<file path="src/rtl/reply_pkt_pkg.sv">
// reply_pkt_pkg: shared word/K-flag constants and FSM state type for the reply packet sender
package reply_pkt_pkg;
  localparam logic [15:0] COMMA = 16'hBC3C;
  localparam logic [7:0] K28_0 = 8'h1C;
  localparam logic [3:0] DCSReplyK = 4'h4;
  localparam logic [3:0] DataHeaderK = 4'h5;
  localparam logic [1:0] KCHAR = 2'b11;
  localparam logic [1:0] KCMD = 2'b10;
  localparam logic [1:0] KWORD = 2'b00;
  typedef enum logic [1:0] {IDLE, START, PAYLOAD, CRC} state_t;
endpackage

</file>
<file path="src/rtl/crc16_ccitt_step.sv">
// crc16_ccitt_step: folds one 16-bit word, MSB first, into a CRC-16-CCITT (poly 0x1021)
module crc16_ccitt_step (
  input  logic [15:0] crc_in,
  input  logic [15:0] word,
  output logic [15:0] crc_out
);
  always_comb begin
    crc_out = crc_in;
    for (int i = 15; i >= 0; i--)
      crc_out = {crc_out[14:0], 1'b0} ^ ((crc_out[15] ^ word[i]) ? 16'h1021 : 16'h0000);
  end
endmodule

</file>
<file path="src/rtl/dcs_reply_pkt_sender.sv">
// dcs_reply_pkt_sender: DCSReply / Data Header packet builder onto a 16-bit + K-flag TX stream.
// REPLY_CRC_EN appends a CRC-16-CCITT word over the payload.
module dcs_reply_pkt_sender
  import reply_pkt_pkg::*;
#(
  parameter logic [3:0] ROC_ID = 4'h0,
  parameter int PAYLOAD_WORDS = 8,
  parameter int MIN_IDLE = 1
) (
  input  logic        TX_CLK,
  input  logic        TX_RESET,
  input  logic        dcs_valid,
  output logic        dcs_ready,
  input  logic [15:0] dcs_addr,
  input  logic [15:0] dcs_data,
  input  logic        hdr_valid,
  output logic        hdr_ready,
  input  logic [15:0] hdr_pkt_cnt,
  input  logic [31:0] hdr_win_tag,
  output logic [15:0] data_out,
  output logic [1:0]  kchar_out,
  output logic        busy,
  output logic        pkt_done
);
  state_t state, state_d;
  logic [7:0] cnt, cnt_d;
  logic [15:0] gap, gap_d;
  logic rdy, is_dcs, take_dcs, take_hdr, take, last, done_d;
  logic [15:0] addr, data, pkt_cnt, pay_d, data_d, crc_word;
  logic [31:0] win_tag;
  logic [1:0] k_d;
`ifdef REPLY_CRC_EN
  localparam state_t AFTER_PAY = CRC;
`else
  localparam state_t AFTER_PAY = IDLE;
`endif
  assign dcs_ready = rdy;
  assign hdr_ready = rdy & ~dcs_valid;
  assign take_dcs = dcs_valid & dcs_ready;
  assign take_hdr = hdr_valid & hdr_ready;
  assign take = take_dcs | take_hdr;
  assign last = cnt == 8'(PAYLOAD_WORDS - 1);
  always_comb begin
    state_d = state;
    cnt_d = cnt;
    case (state)
      IDLE: state_d = take ? START : IDLE;
      START: begin
        state_d = PAYLOAD;
        cnt_d = '0;
      end
      PAYLOAD: begin
        state_d = last ? AFTER_PAY : PAYLOAD;
        cnt_d = last ? cnt : cnt + 8'd1;
      end
      default: state_d = IDLE;
    endcase
  end
  // payload word for the counter value about to be shown; is_dcs is stable by then
  always_comb begin
    pay_d = cnt_d == 8'd0 ? {1'b1, 3'b0, ROC_ID, is_dcs ? DCSReplyK : DataHeaderK, 4'h0} :
            cnt_d == 8'd1 ? (is_dcs ? 16'h0000 : pkt_cnt) :
            cnt_d == 8'd2 ? (is_dcs ? addr : win_tag[15:0]) :
            cnt_d == 8'd3 ? (is_dcs ? data : win_tag[31:16]) : 16'h0000;
    data_d = state_d == IDLE    ? COMMA :
             state_d == START   ? {K28_0, 4'h0, take_dcs ? DCSReplyK : DataHeaderK} :
             state_d == PAYLOAD ? pay_d : crc_word;
    k_d = state_d == IDLE ? KCHAR : state_d == START ? KCMD : KWORD;
    gap_d = take ? 16'd0 :
            state_d != IDLE ? gap :
            gap >= 16'(MIN_IDLE) ? gap : gap + 16'd1;
  end
`ifdef REPLY_CRC_EN
  logic [15:0] crc, crc_next;
  crc16_ccitt_step u_crc (.crc_in(crc), .word(pay_d), .crc_out(crc_next));
  always_ff @(posedge TX_CLK)
    if (TX_RESET || take) crc <= 16'hFFFF;
    else if (state_d == PAYLOAD) crc <= crc_next;
  assign crc_word = crc;
  assign done_d = state_d == CRC;
`else
  assign crc_word = 16'h0000;
  assign done_d = state_d == PAYLOAD && cnt_d == 8'(PAYLOAD_WORDS - 1);
`endif
  always_ff @(posedge TX_CLK)
    if (TX_RESET) begin
      state <= IDLE;
      cnt <= '0;
      gap <= 16'(MIN_IDLE);
      rdy <= 1'b0;
      data_out <= COMMA;
      kchar_out <= KCHAR;
      busy <= 1'b0;
      pkt_done <= 1'b0;
    end else begin
      state <= state_d;
      cnt <= cnt_d;
      gap <= gap_d;
      rdy <= state_d == IDLE && gap_d >= 16'(MIN_IDLE);
      data_out <= data_d;
      kchar_out <= k_d;
      busy <= state_d != IDLE;
      pkt_done <= done_d;
    end
  always_ff @(posedge TX_CLK)
    if (take) begin
      is_dcs <= take_dcs;
      addr <= dcs_addr;
      data <= dcs_data;
      pkt_cnt <= hdr_pkt_cnt;
      win_tag <= hdr_win_tag;
    end
endmodule

</file>
<file path="config.mk">
export PLATFORM = sky130hd
export DESIGN_NAME = dcs_reply_pkt_sender
export DESIGN_NICKNAME = d
export VERILOG_FILES = /design/src/rtl/reply_pkt_pkg.sv /design/src/rtl/crc16_ccitt_step.sv /design/src/rtl/dcs_reply_pkt_sender.sv
export SDC_FILE = /design/constraint.sdc
export NUM_CORES = 1
export LEC_CHECK = 0
export ABC_CLOCK_PERIOD_IN_PS = 11140
export BUFFER_PORTS_ARGS = -buffer_cell sky130_fd_sc_hd__buf_2
export CELL_PAD_IN_SITES_DETAIL_PLACEMENT = 1
export CELL_PAD_IN_SITES_GLOBAL_PLACEMENT = 2
export CORE_ASPECT_RATIO = 1.5
export CORE_UTILIZATION = 40
export CTS_BUF_LIST = sky130_fd_sc_hd__clkbuf_16
export DETAILED_ROUTE_END_ITERATION = 6
export PLACE_DENSITY = 0.95
export SETUP_SLACK_MARGIN = 0.1
export SLEW_MARGIN = 20
export SYNTH_ARGS = -nofsm -noshare
export SYNTH_HDL_FRONTEND = slang
export SYNTH_SLANG_ARGS = --single-unit
</file>
<file path="constraint.sdc">
create_clock -name TX_CLK -period 11.14 [get_ports TX_CLK]
set_input_delay 1.671 -clock TX_CLK [delete_from_list [all_inputs] [get_ports TX_CLK]]
set_output_delay 1.671 -clock TX_CLK [all_outputs]
set_load 0.005 [all_outputs]
</file>
==> summary.txt <==
Routed vias -> 3549
Post-synth EDFFs -> 81
Number of setup buffers added after CTS -> 0
P_int -> 945 µW
Rows -> 50
Synth Area in XOR/XNOR -> 0.0102
Min-Delay Path Class -> reg2reg
Die footprint -> 13400 µm²
Layout area overhead -> 22.9%
CTS tree -> done
Drt drc -> 0
CTS clk-pin slew, worst paths -> 0.05 ns
DR WL/cell -> 19.5 µm
Main combinational cell family by area after synthesis -> compound AO/OA/AOI/OAI gates
Worst-Skew Late Latency -> 0.41 ns
Post-Route Utilization -> 0.506
Placer Congestion -> 0.808
Initial Util -> 0.412
Via/cell ratio -> 5.38
R2R cell count -> 7
Final Cycle Share -> 0.328
PostCTS Resize Cnt -> 0
Final setup viols -> 0
Worst hold margin -> 0.481 ns
Routed Antenna Nets -> 0
Worst R2R Setup Slack -> 7.84 ns
Post-synthesis simple-gate area fraction -> 0.108
Hold EP -> gap[15]
Vias in the first global route -> 3828
Synth Area in Compound Gates -> 0.120
Slew @ Worst Pin -> 1.05 ns
Flop pwr share -> 0.460
Largest net degree at the start of global routing -> 85
Total area of sequential cells -> 3370 µm²
Critical R2R Launch -> cnt[0]
Synth cell types -> 59
Cell Area, Synth -> 5170 µm²
Core Region -> 12600 µm²
Fillers -> 1301
Post-synthesis net count -> 475
Asr flop ratio synth -> 0
Sequential-to-total area share from yosys stat -> 0.652
Hold Crit Depth -> 1
Combinational power share -> 0.107
Post-synthesis mux area share -> 0.0559
# Max-Cap Violations -> 0
Register bit count reported by yosys -> 128
Relative slew slack -> 0.302
Die X -> 94.9 µm
Mean post-synth cell area -> 13.5 µm²
Outcome -> complete, no violations
Crit Path Category -> in2out
Worst EP arrival -> 1.98 ns
Synth Flop Type -> edfxtp_1
Worst Hold Launch -> gap[15]
Chip height -> 141 µm
Max Buffers Root-to-Sink -> 2
Hold buffers post-CTS -> 0
RSZ-0062 raised after global routing -> no
Initial drt markers -> 161
IO Pins -> 106
Final Hold Fails -> 0
Worst-path fanout max -> 3
CP Capture Type -> output pin
Clock H-tree levels -> 4
Min Tclk post-route -> 3.65 ns
Total CTS buffers -> 17
P per Cell Area -> 198 nW/µm²
Crit start category -> primary input
Sw Share -> 0.249
GRT overflow -> 0
Final Max Tran Viols -> 0
HPWL after DPL -> 8860 µm
Antenna violations before repair -> 0
Adder-cell share of the synthesized area -> 0.0169
VDD IR max -> 0.129 mV
Diode count -> 0
Final layout net count -> 582
Max frequency -> 274 MHz
Setup TNS -> 0 ns
Clock power frac -> 0.433
PortBufs -> 105
GRT Total Usage -> 0.204
Cells after Synth -> 384
P_sw -> 313 µW
Area of the multi-input gates -> 1610 µm²
Skew final -> 0.00746 ns
Layout cells sized above 1 -> 0.343
Worst path required time -> 9.47 ns
Clock root cell -> clkbuf_16
Static Leak -> 2.42 nW
First-pass detailed-route iteration total -> 5
Crit Reg-Reg Endpoint -> data_out[0]
Global-route wire length before repair -> 20200 µm
CTS Sinks -> 128
Synth warnings -> 0
Total Wirelength -> 12900 µm
-- per-stage QoR --
stage	std cells	worst slack [ns]	instance area [µm²]	power, mW
final	660	7.49	6360	1.26
after global routing	660	7.45	6360	1.30
after CTS	660	7.49	6360	1.27
after detailed placement	628	7.49	5770	0.724
after global placement	628	7.48	5770	0.713
after floorplan	384	6.43	5170	0.669
-- flip-flops by register name (all words and copies together), names as in the netlist --
signal and count:
cnt 8, dcs_ready 1, pkt_done 1, is_dcs 1, gap 16, data 16, data_out 16, addr 16
kchar_out 2, win_tag 32, pkt_cnt 16, busy 1, state 2
-- routing by layer --
layer	vias to the layer above	global-route usage	routed length (µm)	part of all wire
li1	1686	-	-	-
met1	1744	0.234	4880	0.38
met2	95	0.357	7120	0.55
met3	24	0.0397	498	0.039
met4	0	0.100	359	0.028
met5	-	0	0	0
-- power groups by stage --
stage	clock (mW)	combinational (mW)	sequential, mW
finish	0.544	0.135	0.578
global route	0.573	0.149	0.582
CTS	0.553	0.137	0.579
detailed placement	0	0.135	0.589
global placement	0	0.129	0.584
floorplan	0	0.0849	0.584
-- worst max-delay path: stages --
cell and delay, ns:
buf_2 0.11, nor2b_1 0.09, buf_2 0.11
-- cells in the mapped netlist (7+ instances only) --
cell	instances	area, µm²
edfxtp_1	81	2430
dfxtp_1	47	941
mux2_2	23	259
and3_1	17	106
clkbuf_1	9	33.8
nand2_1	13	48.8
nor2_1	24	90.1
nor3_1	7	35.0
ha_1	7	87.6
nand3_1	12	60.1
a22oi_1	9	67.6
inv_1	12	45.0
a21oi_1	12	60.1
o21ai_0	11	55.1
-- final cells by class --
| type | instances | share of cell area |
|---|---|---|
| timing repair buffer | 108 | 0.0862 |
| sequential | 128 | 0.531 |
| inverter | 12 | 0.00728 |
| multi-input combinational | 224 | 0.253 |
| tap | 156 | 0.0307 |
| clock inverter | 15 | 0.0250 |
| clock buffer | 17 | 0.0669 |
-- cell usage in the layout (no fill, tap or decap), types with 7 or more instances in the layout --
master     netlist  routed
nor3_1           7       7
a22oi_1          9       9
buf_2            3     105
nand3_1         12      12
dfxtp_1         47      47
edfxtp_1        81      81
o21ai_0         11      11
nand2_1         13      13
nor2_1          24      24
clkbuf_16        0      17
and3_1          17      17
mux2_2          23      23
ha_1             7       7
a21oi_1         12      12
inv_1           12      11
-- cells by family (layout without fill, tap and decap cells) --
group | after synthesis | in the layout
xor gates and xnor gates | 6 | 6
AOI/OAI and AO/OA | 80 | 80
and+or+nand+nor | 105 | 105
muxes | 26 | 26
DFF | 128 | 128
adders and majority gates | 7 | 7
buffers and inverters | 32 | 152
-- worst max-delay path by stage --
stage | cells after the start | end | slack, ns | start
6_report | 3 | hdr_ready | 7.49 | dcs_valid
5_1_grt | 3 | hdr_ready | 7.45 | dcs_valid
4_1_cts | 3 | hdr_ready | 7.49 | dcs_valid
3_5_place_dp | 3 | hdr_ready | 7.49 | dcs_valid
3_3_place_gp | 3 | hdr_ready | 7.48 | dcs_valid
2_1_floorplan | 6 | data_out[4] | 6.43 | dcs_valid
(Power assumes the default switching activity.)
